## src/rtl/pwm_duty_ramper.sv

```systemverilog
// Duty-cycle slew sequencer for PWMGenerator: ramps duty toward a target by a bounded step per PWM period.
// Optional feature: define PWM_RAMP_RETARGET_EN to accept new targets while a ramp is in progress.
module pwm_duty_ramper #(
    parameter int              WIDTH          = 8,
    parameter logic [WIDTH-1:0] DEFAULT_PERIOD = WIDTH'(128)
) (
    input  logic             clk,
    input  logic             reset,
    input  logic             target_valid,
    output logic             target_ready,
    input  logic [WIDTH-1:0] target_period,
    input  logic [WIDTH-1:0] target_duty,
    input  logic [WIDTH-1:0] ramp_step,
    input  logic             period_start,
    output logic             update_parameters,
    output logic [WIDTH-1:0] pwm_period,
    output logic [WIDTH-1:0] pwm_duty_cycle,
    output logic             busy,
    output logic             done
);

    typedef enum logic [0:0] {
        ST_IDLE = 1'b0,
        ST_RAMP = 1'b1
    } state_t;

    state_t           state_r;
    logic             ready_r;
    logic             update_r;
    logic             busy_r;
    logic             done_r;
    logic [WIDTH-1:0] period_out_r;
    logic [WIDTH-1:0] cur_r;
    logic [WIDTH-1:0] tgt_period_r;
    logic [WIDTH-1:0] tgt_duty_r;
    logic [WIDTH-1:0] step_r;

    logic             accept_s;
    logic [WIDTH-1:0] eff_period_s;
    logic [WIDTH-1:0] eff_tgt_s;
    logic [WIDTH-1:0] eff_step_s;
    logic [WIDTH-1:0] next_cur_s;

    // A duty request larger than the period would mean "always high"; cap it at the period.
    function automatic logic [WIDTH-1:0] clamp_duty(input logic [WIDTH-1:0] duty,
                                                    input logic [WIDTH-1:0] period);
        logic [WIDTH-1:0] res;
        if (duty > period) begin
            res = period;
        end else begin
            res = duty;
        end
        return res;
    endfunction

    // A zero step would stall the ramp forever, so it is promoted to one.
    function automatic logic [WIDTH-1:0] clamp_step(input logic [WIDTH-1:0] step);
        logic [WIDTH-1:0] res;
        if (step == {WIDTH{1'b0}}) begin
            res = WIDTH'(1);
        end else begin
            res = step;
        end
        return res;
    endfunction

    // One bounded move of cur toward tgt; widened by one bit so neither direction can wrap.
    function automatic logic [WIDTH-1:0] ramp_next(input logic [WIDTH-1:0] cur,
                                                   input logic [WIDTH-1:0] tgt,
                                                   input logic [WIDTH-1:0] step);
        logic [WIDTH:0] cur_w;
        logic [WIDTH:0] tgt_w;
        logic [WIDTH:0] step_w;
        logic [WIDTH:0] res_w;
        cur_w  = {1'b0, cur};
        tgt_w  = {1'b0, tgt};
        step_w = {1'b0, step};
        if (cur_w < tgt_w) begin
            if ((tgt_w - cur_w) <= step_w) begin
                res_w = tgt_w;
            end else begin
                res_w = cur_w + step_w;
            end
        end else if (cur_w > tgt_w) begin
            if ((cur_w - tgt_w) <= step_w) begin
                res_w = tgt_w;
            end else begin
                res_w = cur_w - step_w;
            end
        end else begin
            res_w = tgt_w;
        end
        return res_w[WIDTH-1:0];
    endfunction

    assign accept_s = target_valid & ready_r;

    // Effective target: a same-cycle accept overrides the latched target for the step decision.
    always_comb begin
        eff_period_s = tgt_period_r;
        eff_tgt_s    = tgt_duty_r;
        eff_step_s   = step_r;
        if (accept_s) begin
            eff_period_s = target_period;
            eff_tgt_s    = clamp_duty(target_duty, target_period);
            eff_step_s   = clamp_step(ramp_step);
        end else begin
            eff_period_s = tgt_period_r;
            eff_tgt_s    = tgt_duty_r;
            eff_step_s   = step_r;
        end
        next_cur_s = ramp_next(cur_r, eff_tgt_s, eff_step_s);
    end

    // Sequencer FSM with all downstream outputs registered.
    always_ff @(posedge clk or posedge reset) begin
        if (reset) begin
            state_r      <= ST_IDLE;
            ready_r      <= 1'b1;
            update_r     <= 1'b0;
            busy_r       <= 1'b0;
            done_r       <= 1'b0;
            period_out_r <= DEFAULT_PERIOD;
            cur_r        <= {WIDTH{1'b0}};
            tgt_period_r <= DEFAULT_PERIOD;
            tgt_duty_r   <= {WIDTH{1'b0}};
            step_r       <= WIDTH'(1);
        end else begin
            update_r <= 1'b0;
            done_r   <= 1'b0;
            case (state_r)
                ST_IDLE: begin
                    // period_start is deliberately ignored here, including in the accept cycle.
                    if (accept_s) begin
                        tgt_period_r <= eff_period_s;
                        tgt_duty_r   <= eff_tgt_s;
                        step_r       <= eff_step_s;
                        state_r      <= ST_RAMP;
                        busy_r       <= 1'b1;
`ifdef PWM_RAMP_RETARGET_EN
                        ready_r      <= 1'b1;
`else
                        ready_r      <= 1'b0;
`endif
                    end else begin
                        ready_r <= 1'b1;
                        busy_r  <= 1'b0;
                    end
                end
                ST_RAMP: begin
`ifdef PWM_RAMP_RETARGET_EN
                    if (accept_s) begin
                        tgt_period_r <= eff_period_s;
                        tgt_duty_r   <= eff_tgt_s;
                        step_r       <= eff_step_s;
                    end else begin
                        tgt_period_r <= tgt_period_r;
                    end
`endif
                    if (period_start) begin
                        cur_r        <= next_cur_s;
                        period_out_r <= eff_period_s;
                        update_r     <= 1'b1;
                        if (next_cur_s == eff_tgt_s) begin
                            done_r  <= 1'b1;
                            state_r <= ST_IDLE;
                            busy_r  <= 1'b0;
                            ready_r <= 1'b1;
                        end else begin
                            busy_r <= 1'b1;
                        end
                    end else begin
                        busy_r <= 1'b1;
                    end
                end
                default: begin
                    state_r <= ST_IDLE;
                    ready_r <= 1'b1;
                    busy_r  <= 1'b0;
                end
            endcase
        end
    end

    assign target_ready      = ready_r;
    assign update_parameters = update_r;
    assign pwm_period        = period_out_r;
    assign pwm_duty_cycle    = cur_r;
    assign busy              = busy_r;
    assign done              = done_r;

endmodule

```

## config.mk

```make
export PLATFORM = sky130hd
export DESIGN_NAME = pwm_duty_ramper
export DESIGN_NICKNAME = d
export VERILOG_FILES = /design/src/rtl/pwm_duty_ramper.sv
export SDC_FILE = /design/constraint.sdc
export NUM_CORES = 1
export LEC_CHECK = 0
export BUFFER_PORTS_ARGS = -buffer_cell sky130_fd_sc_hd__buf_4
export CORE_ASPECT_RATIO = 1.5
export CORE_UTILIZATION = 30
export CTS_CLUSTER_SIZE = 30
export DETAILED_ROUTE_END_ITERATION = 12
export GPL_TIMING_DRIVEN = 0
export SLEW_MARGIN = 10
export SYNTH_ARGS = -nofsm -noshare
export SYNTH_HDL_FRONTEND = slang
export SYNTH_SLANG_ARGS = --single-unit
```

## constraint.sdc

```tcl
create_clock -name clk -period 6.53 [get_ports clk]
set_input_delay 0.3265 -clock clk [delete_from_list [all_inputs] [get_ports clk]]
set_output_delay 0.3265 -clock clk [all_outputs]
set_load 0.02 [all_outputs]
```

Word level (Yosys, flattened, before mapping)
Cells that the tools add are included.
{ "classes": {"addsub": 4, "reduce_logical": 4, "order_cmp": 5, "bitwise_logic": 2, "eq_ne": 3, "mux": 22} }
{ "op_table": {"columns": ["op", "n"], "rows": [
  ["$mux W8", 9],
  ["$le A9 B8 Y1", 2],
  ["$sub A8 B8 Y9", 2],
  ["$gt A8 B8 Y1", 2],
  ["$mux W1", 11],
  ["$add A8 B8 Y8", 1],
  ["$eq A8 B8 Y1", 1],
  ["$logic_not A8 Y1", 1],
  ["$lt A8 B8 Y1", 1],
  ["$sub A8 B8 Y8", 1],
  ["$reduce_and A2 Y1", 3],
  ["$pmux W1 S2", 2],
  ["$ne A2 B1 Y1 const B", 1],
  ["$ne A2 B2 Y1 const B", 1],
  ["$and A1 B1 Y1", 1],
  ["$not A1 Y1", 1]
]} }
{ "word_totals": {"word_cells": 49, "out_inout_bits": 20, "register_bits": 44, "inputBits": 28} }

Longest topological paths before layout
Gate-level depths: netlist (run 1).
{ "depth": {"depth_word": 12, "depth_mapped": 26, "mapped_depth_nobuf": 25} }

Worst setup path before layout (run 1)
Ideal clock, no wire load.
{ "synth_path": {"kind": "input to register", "startpoint": "input target_period[2]", "endpoint": "register busy_r (netlist: busy)", "setup_slack_ns": 1.483, "arrival_time_ns": 4.907, "n_path_buf": 0, "setup_ns": 0.140, "path_stages": 22, "path_cell_list": "inv_1 > ha_1 > a21oi_2 > o221ai_4 > a311o_1 > o31ai_2 > ha_1 > inv_1 > fa_1 > a211oi_1 > o21bai_1 > a21oi_1 > xnor2_1 > ha_1 > nand4_1 > or2_2 > a211o_1 > o21ai_1 > o221ai_1 > a211oi_1 > and4_1 > a21oi_1"} }
{ "synth_via": {"elab_chain_len": 12, "elab_cells_between_ends": 17, "classes_between": "add/sub (2); order compare (5); eq/ne (1); mux (9)"} }
{ "synth_lines": {"columns": ["element", "line", "rtl"], "rows": [
  ["from (decl)", "11", "input logic [WIDTH-1:0] target_period,"],
  ["$gt A8 B8 Y1", "48", "if (duty > period) begin"],
  ["$mux W8 *", "48", null],
  ["$mux W8 *", "103", "if (accept_s) begin"],
  ["$sub A8 B8 Y9", "85", "if ((cur_w - tgt_w) <= step_w) begin"],
  ["$le A9 B8 Y1", "85", null],
  ["$mux W8", "85", null],
  ["$mux W8", "84", "end else if (cur_w > tgt_w) begin"],
  ["$mux W8", "78", "if (cur_w < tgt_w) begin"],
  ["$eq A8 B8 Y1 *", "164", "if (next_cur_s == eff_tgt_s) begin"],
  ["$mux W1 *", "164", null],
  ["$mux W1 *", "160", "if (period_start) begin"],
  ["$pmux W1 S2 *", "131", "case (state_r)"],
  ["to (signal assigned)", "139", "busy_r <= 1'b1;"],
  ["to (signal assigned)", "167", "busy_r <= 1'b0;"],
  ["to (signal assigned)", "170", "busy_r <= 1'b1;"],
  ["to (decl)", "30", "logic busy_r;"]
]} }
Mark *: on every way between the ends. The rest lies on a longest branch, timed or not.
A chain may end at the register's enable or synchronous reset.

Final worst setup path (run 1)
{ "layout_path": {"startpoint": "input target_period[2]", "endpoint": "register ready_r (netlist: target_ready)"} }
{ "layout_via": {"elab_chain_len": 11, "elab_cells_between_ends": 16, "classes_between": "add/sub (2); order compare (5); eq/ne (2); mux (6); reduce/logical (1)"} }
{ "layout_lines": {"columns": ["element", "line", "rtl"], "rows": [
  ["$gt A8 B8 Y1", "48", null],
  ["$mux W8 *", "48", null],
  ["$mux W8 *", "103", null],
  ["$sub A8 B8 Y9", "85", null],
  ["$le A9 B8 Y1", "85", null],
  ["$mux W8", "85", null],
  ["$mux W8", "84", null],
  ["$mux W8", "78", null],
  ["$eq A8 B8 Y1 *", "164", null],
  ["$ne A2 B1 Y1 (no line) *", null, null],
  ["$reduce_and A2 Y1 (no line) *", null, null],
  ["to (signal assigned)", "119", "ready_r <= 1'b1;"],
  ["to (signal assigned)", "168", "ready_r <= 1'b1;"],
  ["to (signal assigned)", "178", "ready_r <= 1'b1;"],
  ["to (decl)", "28", "logic ready_r;"]
]} }
Marks and branches as above.

==> results.toml, run 1 <==
[worst_hold_path]
min_path_type = "input port to register"
min_to = "pwm_period[7]"
min_path_cells = 3
hold_start = "target_period[7]"

[yosys]
synth_cells = 522
synth.area.top_cells = "dfrtp_1, ha_1, o21ai_0, nand2_1, xnor2_1"
synth_top_area_share_pct = 22.7
ys_ff_latch = 44
synth-edff-count = 0
synth_nets = 609
ys_types = 66
synth_common_cells = "ha_1, nand2_1, inv_1, o21ai_0, dfrtp_1"
seq_area_frac_synth_pct = 25.1
avgSynthCellArea_um2 = 8.45
synth.largest_area_cell = "dfrtp_1"
ys_warn_count = 0
async_flop_share_pct = 100
ys.flop_type = "dfrtp_1"
netlist_area_um2 = 4410
synth.most_common_cell = "ha_1"

[routing]
ant_nets = 0
drt_iter0_markers = 215
routed_wl_um = 13600
vias_per_cell = 5.26
dr.pass1.iters = 5
wire_per_inst_um = 17.7
drc = 0
num_vias = 4057

[finish]
antenna_cells = 0
areaGrowthSynthToFinish_pct = 18.1
fin_nets = 665
drive_gt1_share_pct = 15.4

[setup_path]
timing.rr.end = "target_ready"
worstPathRequired_ns = 6.76
critPathKind = "input port to register"
reg2reg_from = "target_ready"
endpoint_kind = "register"
ff2ff_setup_slack_ns = 0.49
crit_fanout = 8
start_kind = "input port"
worst_ep_arrival_time_ns = 6.49
worstRegToRegCells = 19

[global_routing]
grt_max_degree = 35
grt_pass1_wl_um = 21700
grt_pass1_vias = 4176
grtUsageTotal_pct = 19.0
overflow = 0
antenna_found_initial = 0

[timing]
layout_min_cycle_time_ns = 6.26
clock_skew_ns = 0.00614
setup-tns-final_ns = 0
hold_viol_final = 0
final-setup-viol-count = 0
maxSlewViolCount = 0
period_share_pct = 95.9
fmax_mhz = 160
worst_slew_pin_slew_ns = 0.861
max_slew_margin_pct = 40.9
rsz0062_at_grt = "no"

[floorplan]
core_area_um2 = 14200
num_rows = 53
io_pins = 48
die_w_um = 101
fp.dieH_um = 151
initial_core_util_pct = 31.1
die_area_um2 = 15200

[clock_network]
cts_setup_buffers = 0
clk_pin_slew_ns = 0.07
cts_buffers = 5
clk_latency_ns = 0.29
cts.sinks = 44
cts_buffer_depth = 2
root_buffer = "clkbuf_16"
htreeDepth = 2
cts_tree = "yes"

[placed_design]
dp_hpwl_um = 11200
gp_congestion = 0.888
portBuffers = 47

[run_status]
status = "completed"

[run]
max_cap_violations = 0
-- per-layer routing --
layer | track usage (%) | share of wire (%) | vias to the layer above
met3 | 2.00 | 3.0 | 48
li1 | - | - | 1975
met4 | 13.0 | 6.5 | 0
met1 | 18.3 | 36 | 1906
met2 | 37.2 | 54 | 128
met5 | 0 | 0 | -
-- cells by family after synthesis --
kind of cell | Yosys count | share of synthesized area [%]
flip-flops | 44 | 25.1
multiplexers | 25 | 5.93
XOR/XNOR | 32 | 6.66
adder cells (fa/ha/maj) | 59 | 17.4
AO/OA/AOI/OAI | 159 | 24.2
buffers and inverters | 67 | 5.81
AND/OR/NAND/NOR | 136 | 14.9
-- stage by stage --
step | instance area, µm² | setup slack, ns | util, % | hold WS [ns] | cells
after floorplan | 4410 | 1.48 | - | 0.431 | 522
after global placement | 5000 | 0.0666 | 35.3 | 0.462 | 761
after detailed placement | 5020 | 0.0406 | 35.4 | 0.285 | 762
after CTS | 5210 | 0.300 | 36.7 | 0.255 | 771
after global routing | 5210 | 0.0593 | 36.7 | 0.280 | 771
final | 5210 | 0.270 | 36.7 | 0.262 | 771
-- worst max-delay path, cell delays in order --
cell and delay, ns:
buf_4 0.11, inv_1 0.14, ha_1 0.31, a21oi_2 0.20, o221ai_4 0.19, a311o_1 0.36, o31ai_2 0.50, ha_1 0.25
inv_1 0.06, fa_1 0.43, a211oi_1 0.41, o21bai_1 0.19, a21oi_1 0.23, xnor2_1 0.10, ha_1 0.33, nand4_1 0.17
or2_2 0.39, a211o_1 0.41, o21ai_1 0.38, o221ai_1 0.19, a211oi_1 0.31, and4_1 0.37, nand2b_1 0.14
-- layout by cell type (no fill, tap or decap), types with 4 or more instances in the layout --
| master | synthesis | layout |
|---|---|---|
| a211o_1 | 5 | 5 |
| a211oi_1 | 9 | 9 |
| a21o_1 | 7 | 7 |
| a21oi_1 | 37 | 37 |
| and2_1 | 4 | 4 |
| buf_4 | 0 | 47 |
| clkbuf_1 | 16 | 15 |
| clkbuf_16 | 0 | 5 |
| dfrtp_1 | 40 | 40 |
| dfstp_2 | 4 | 4 |
| fa_1 | 4 | 4 |
| ha_1 | 55 | 55 |
| inv_1 | 45 | 44 |
| mux2_2 | 9 | 9 |
| mux2i_1 | 16 | 16 |
| nand2_1 | 54 | 54 |
| nand2b_1 | 8 | 8 |
| nand3_1 | 5 | 5 |
| nand4_1 | 8 | 8 |
| nor2_1 | 23 | 23 |
| nor2b_1 | 5 | 5 |
| nor3_1 | 13 | 13 |
| nor4_1 | 4 | 4 |
| o211ai_1 | 8 | 8 |
| o21a_1 | 5 | 5 |
| o21ai_0 | 44 | 44 |
| o21ai_1 | 4 | 4 |
| xnor2_1 | 23 | 23 |
| xor2_1 | 8 | 8 |
-- worst max path at each step --
stage | slack (ns) | from | to
final | 0.27 | target_period[2] | target_ready
after global routing | 0.06 | target_period[2] | busy
after CTS | 0.30 | target_period[2] | target_ready
after detailed placement | 0.04 | target_period[2] | busy
after global placement | 0.07 | target_period[2] | busy
after floorplan | 1.48 | target_period[2] | busy
-- state kept, by name, indices dropped and copies added, names as in the netlist --
register,count
pwm_duty_cycle,8
pwm_period,8
step_r,8
tgt_duty_r,8
tgt_period_r,8
busy,1
done,1
target_ready,1
update_parameters,1
-- area by class of cell --
class | count | area [µm²]
inverters | 47 | 178
well taps | 192 | 240
clock inverters | 3 | 47.5
multi-input cells | 411 | 3050
repair buffers | 49 | 383
plain buffers | 20 | 80.1
clock buffers | 5 | 125
fillers | 1487 | 8980
flip-flops and latches | 44 | 1110
-- what timing repair did --
item | in CTS | in global routing
hold buffers | 1 | 0
endpoints found under the setup margin | 0 | 2
resized for setup | 0 | 2
endpoints found under the hold margin | 9 | 0
Power of run 1 is not shown: default switching activity piles up to over one toggle a cycle in this logic, so the estimate is an artifact.
==> run 2: changes to the inputs <==
- CORE_UTILIZATION: 30 -> 60
- PLACE_DENSITY: unset -> 0.81
==> results.toml, run 2 (synthesized netlist as in run 1, its figures left out) <==
[timing]
fmax_mhz = 162
final-setup-viol-count = 0
maxSlewViolCount = 0
period_share_pct = 94.4
max_slew_margin_pct = 45.2
layout_min_cycle_time_ns = 6.17
worst_slew_pin_slew_ns = 0.799
rsz0062_at_grt = "no"
fin_ws_ns = 0.362
clock_skew_ns = 0.00619
hold_viol_final = 0
setup-tns-final_ns = 0
holdWs_ns = 0.261

[finish]
areaGrowthSynthToFinish_pct = 14.0
drive_gt1_share_pct = 15.2
final_cell_mix = "ha_1, nand2_1, buf_4"
layout_commonest_cell = "ha_1"
antenna_cells = 0
fillers = 581
fin_nets = 665

[floorplan]
initial_core_util_pct = 63.1
die_area_um2 = 7710
num_rows = 37
die_w_um = 72.0
core_area_um2 = 6990
io_pins = 48
fp.dieH_um = 107

[placed_design]
dp_hpwl_um = 10300
gp_congestion = 0.996
portBuffers = 47
place_ws_ns = 0.131

[worst_hold_path]
min_path_type = "input port to register"

[routing]
ant_nets = 0
wire_per_inst_um = 19.0
vias_per_cell = 6.09
routed_wl_um = 12900
num_vias = 4119
dr.pass1.iters = 5
drc = 0
drt_iter0_markers = 306

[clock_network]
htreeDepth = 2
clk_pin_slew_ns = 0.09
cts_buffer_depth = 2
clk_latency_ns = 0.31
cts.sinks = 44
ctsResizeCount = 0
root_buffer = "clkbuf_8"
cts_tree = "yes"
ctsHoldBuffers = 1
cts_setup_buffers = 0
cts_buffers = 5

[global_routing]
grt_pass1_wl_um = 20600
antenna_found_initial = 0
overflow = 0
grt_pass1_vias = 4213
grtUsageTotal_pct = 35.6
grt_max_degree = 39

[setup_path]
worstPathRequired_ns = 6.78
crit_fanout = 10
start_kind = "input port"
endpoint_kind = "register"
critPathKind = "input port to register"
worst_ep_arrival_time_ns = 6.42
ff2ff_setup_slack_ns = 0.68

[run_status]
status = "completed"

[run]
max_cap_violations = 0
## run 2: per-stage QoR
step,cells,instance area [µm²],utilization [%]
2_1_floorplan,522,4410,-
3_3_place_gp,666,4890,69.9
3_5_place_dp,667,4910,70.2
4_1_cts,676,5030,72.0
5_1_grt,676,5030,72.0
6_report,676,5030,72.0
## run 2: final cells by class
class	instances	area, µm²	share of cell area (%)
sequential	44	1110	22.0
clock buffer	5	68.8	1.37
inverter	47	178	3.53
buffer	20	78.8	1.57
multi-input combinational	411	3050	60.6
timing repair buffer	49	383	7.61
tap	97	121	2.41
clock inverter	3	46.3	0.920
## run 2: final timing paths
kind | depth (start not counted) | endpoint | start
min | 3 | pwm_period[7] | target_period[7]
min reg2reg | 2 | tgt_period_r[7] | tgt_period_r[7]
max in group asynchronous | 4 | step_r[0] | reset
max | 27 | target_ready | target_period[2]
min in group asynchronous | 3 | pwm_period[5] | reset
max reg2reg | 20 | busy | target_ready
## run 2: routing by layer
metal / part of all wire (%) / track usage [%] / up-vias
li1: - / - / 1987
met1: 37 / 36.2 / 1958
met2: 53 / 65.2 / 123
met3: 3.1 / 3.67 / 51
met4: 7.7 / 26.9 / 0
met5: 0 / 0 / -
## run 2: critical path, stage by stage
cell and delay (ns):
buf_4 0.11, inv_1 0.15, ha_1 0.30, a21oi_2 0.20
o221ai_4 0.19, a22oi_4 0.32, nor2_1 0.08, a21oi_1 0.19
o21a_1 0.26, inv_1 0.11, ha_1 0.28, clkbuf_1 0.36
nand4_1 0.26, a21oi_1 0.34, nor3_1 0.11, xnor2_1 0.18
ha_1 0.36, o211a_1 0.17, a211oi_1 0.05, nor3_1 0.32
o2bb2ai_1 0.27, and2_1 0.22, clkbuf_1 0.39, o21ai_0 0.16
mux2_2 0.29, and4_1 0.26, nand2b_1 0.17
Power of run 2 is left out for the same reason.
==> run 3: changes to the inputs <==
- CELL_PAD_IN_SITES_DETAIL_PLACEMENT: unset -> 1
- CELL_PAD_IN_SITES_GLOBAL_PLACEMENT: unset -> 1
- CORE_UTILIZATION: 60 -> 46
- PLACE_DENSITY: 0.81 -> unset
- PLACE_DENSITY_LB_ADDON: unset -> 0.1
==> results.toml, run 3 (synthesized netlist as in run 1, its figures left out) <==
[clock_network]
htreeDepth = 2
ctsHoldBuffers = 0
clk_latency_ns = 0.29
cts_buffers = 5
root_buffer = "clkbuf_16"
clk_pin_slew_ns = 0.06
cts_buffer_depth = 2
cts.sinks = 44
cts_tree = "yes"

[setup_path]
start_kind = "input port"
crit_fanout = 8
cpPeakStageDelay_ns = 0.49
ff2ff_setup_slack_ns = 0.58
cp_slowest_cell = "a221oi_2"
critical_path.top_delay_family = "compound AO/OA/AOI/OAI gates"
endpoint_kind = "register"
worst_ep_arrival_time_ns = 6.39
worstPathRequired_ns = 6.68
path_buf_inv = 4
critPathKind = "input port to register"

[floorplan]
fp.dieH_um = 122
io_pins = 48
die_area_um2 = 9990
die_w_um = 82.0
initial_core_util_pct = 47.4
core_area_um2 = 9310
num_rows = 43

[timing]
final-setup-viol-count = 0
holdWs_ns = -0.00555
fmax_mhz = 160
layout_min_cycle_time_ns = 6.24
worst_slew_pin_slew_ns = 0.937
maxSlewViolCount = 0
clock_skew_ns = 0.00299
hold_viol_final = 12
max_slew_margin_pct = 36.7
period_share_pct = 95.6
rsz0062_at_grt = "no"

[routing]
routed_wl_um = 14600
drc = 0
dr.pass1.iters = 4
drt_iter0_markers = 211
ant_nets = 0
num_vias = 4232
wire_per_inst_um = 21.2
vias_per_cell = 6.12

[finish]
final_cell_mix = "ha_1, nand2_1, buf_4"
fin_nets = 665
antenna_cells = 0
drive_gt1_share_pct = 16.1
layout_commonest_cell = "ha_1"
areaGrowthSynthToFinish_pct = 15.9

[global_routing]
overflow = 0
grt_max_degree = 32
grt_pass1_wl_um = 23200
grtUsageTotal_pct = 31.8
grt_pass1_vias = 4499
antenna_found_initial = 0

[worst_hold_path]
min_path_type = "input port to async pin"

[placed_design]
portBuffers = 47
gp_congestion = 0.884
dp_hpwl_um = 11700

[run_status]
failed_checks = "hold timing"
status = "complete, but fails checks"

[run]
max_cap_violations = 0
[run 3: cell count changes in the layout (fill, tap and decap cells not counted), moves of 2 or more]
cell	change
clkbuf_1	-2
clkbuf_16	+5
buf_4	+3
clkbuf_8	-4
[run 3: cell type report]
| cell class | instances | area (µm²) |
|---|---|---|
| Inverter | 47 | 178 |
| Timing Repair Buffer | 51 | 395 |
| Fill cell | 1144 | 4200 |
| Tap cell | 112 | 140 |
| Sequential cell | 44 | 1110 |
| Clock buffer | 7 | 143 |
| Buffer | 18 | 72.6 |
| Clock inverter | 1 | 7.51 |
| Multi-Input combinational cell | 411 | 3070 |
[run 3: final timing paths]
| path | start | end | cells past startpoint |
|---|---|---|---|
| min in group clk | target_period[7] | pwm_period[7] | 3 |
| worst min register to register | pwm_period[6] | pwm_period[6] | 2 |
| worst min-delay path | reset | pwm_period[1] | 2 |
| worst max register to register | target_ready | busy | 21 |
| worst max-delay path | target_period[5] | busy | 25 |
| max in group asynchronous | reset | tgt_period_r[7] | 3 |
[run 3: timing repair]
item | 4_1_cts | 5_1_grt
endpoints found under the setup margin | 0 | 5
endpoints found under the hold margin | 0 | 0
setup buffers | 0 | 3
gates resized for setup | 0 | 5
[run 3: per-layer routing]
| layer | vias to the layer above | GRT usage [%] | share of wire, % |
|---|---|---|---|
| met3 | 63 | 4.42 | 3.1 |
| met1 | 2072 | 32.9 | 37 |
| met4 | 0 | 24.1 | 8.2 |
| li1 | 1973 | - | - |
| met5 | - | 0 | 0 |
| met2 | 124 | 56.0 | 52 |
[run 3: per-stage QoR]
stage / setup TNS (ns) / instance area, µm² / utilization, % / setup WS, ns / std cells
floorplan: 0 / 4410 / - / 1.48 / 522
global placement: -0.0155 / 4900 / 52.7 / -0.0155 / 681
detailed placement: -0.183 / 4920 / 52.9 / -0.0977 / 682
CTS: 0 / 5070 / 54.5 / 0.162 / 690
global route: 0 / 5110 / 54.9 / 0.00939 / 691
finish: 0 / 5110 / 54.9 / 0.286 / 691
Power of run 3 is left out for the same reason.
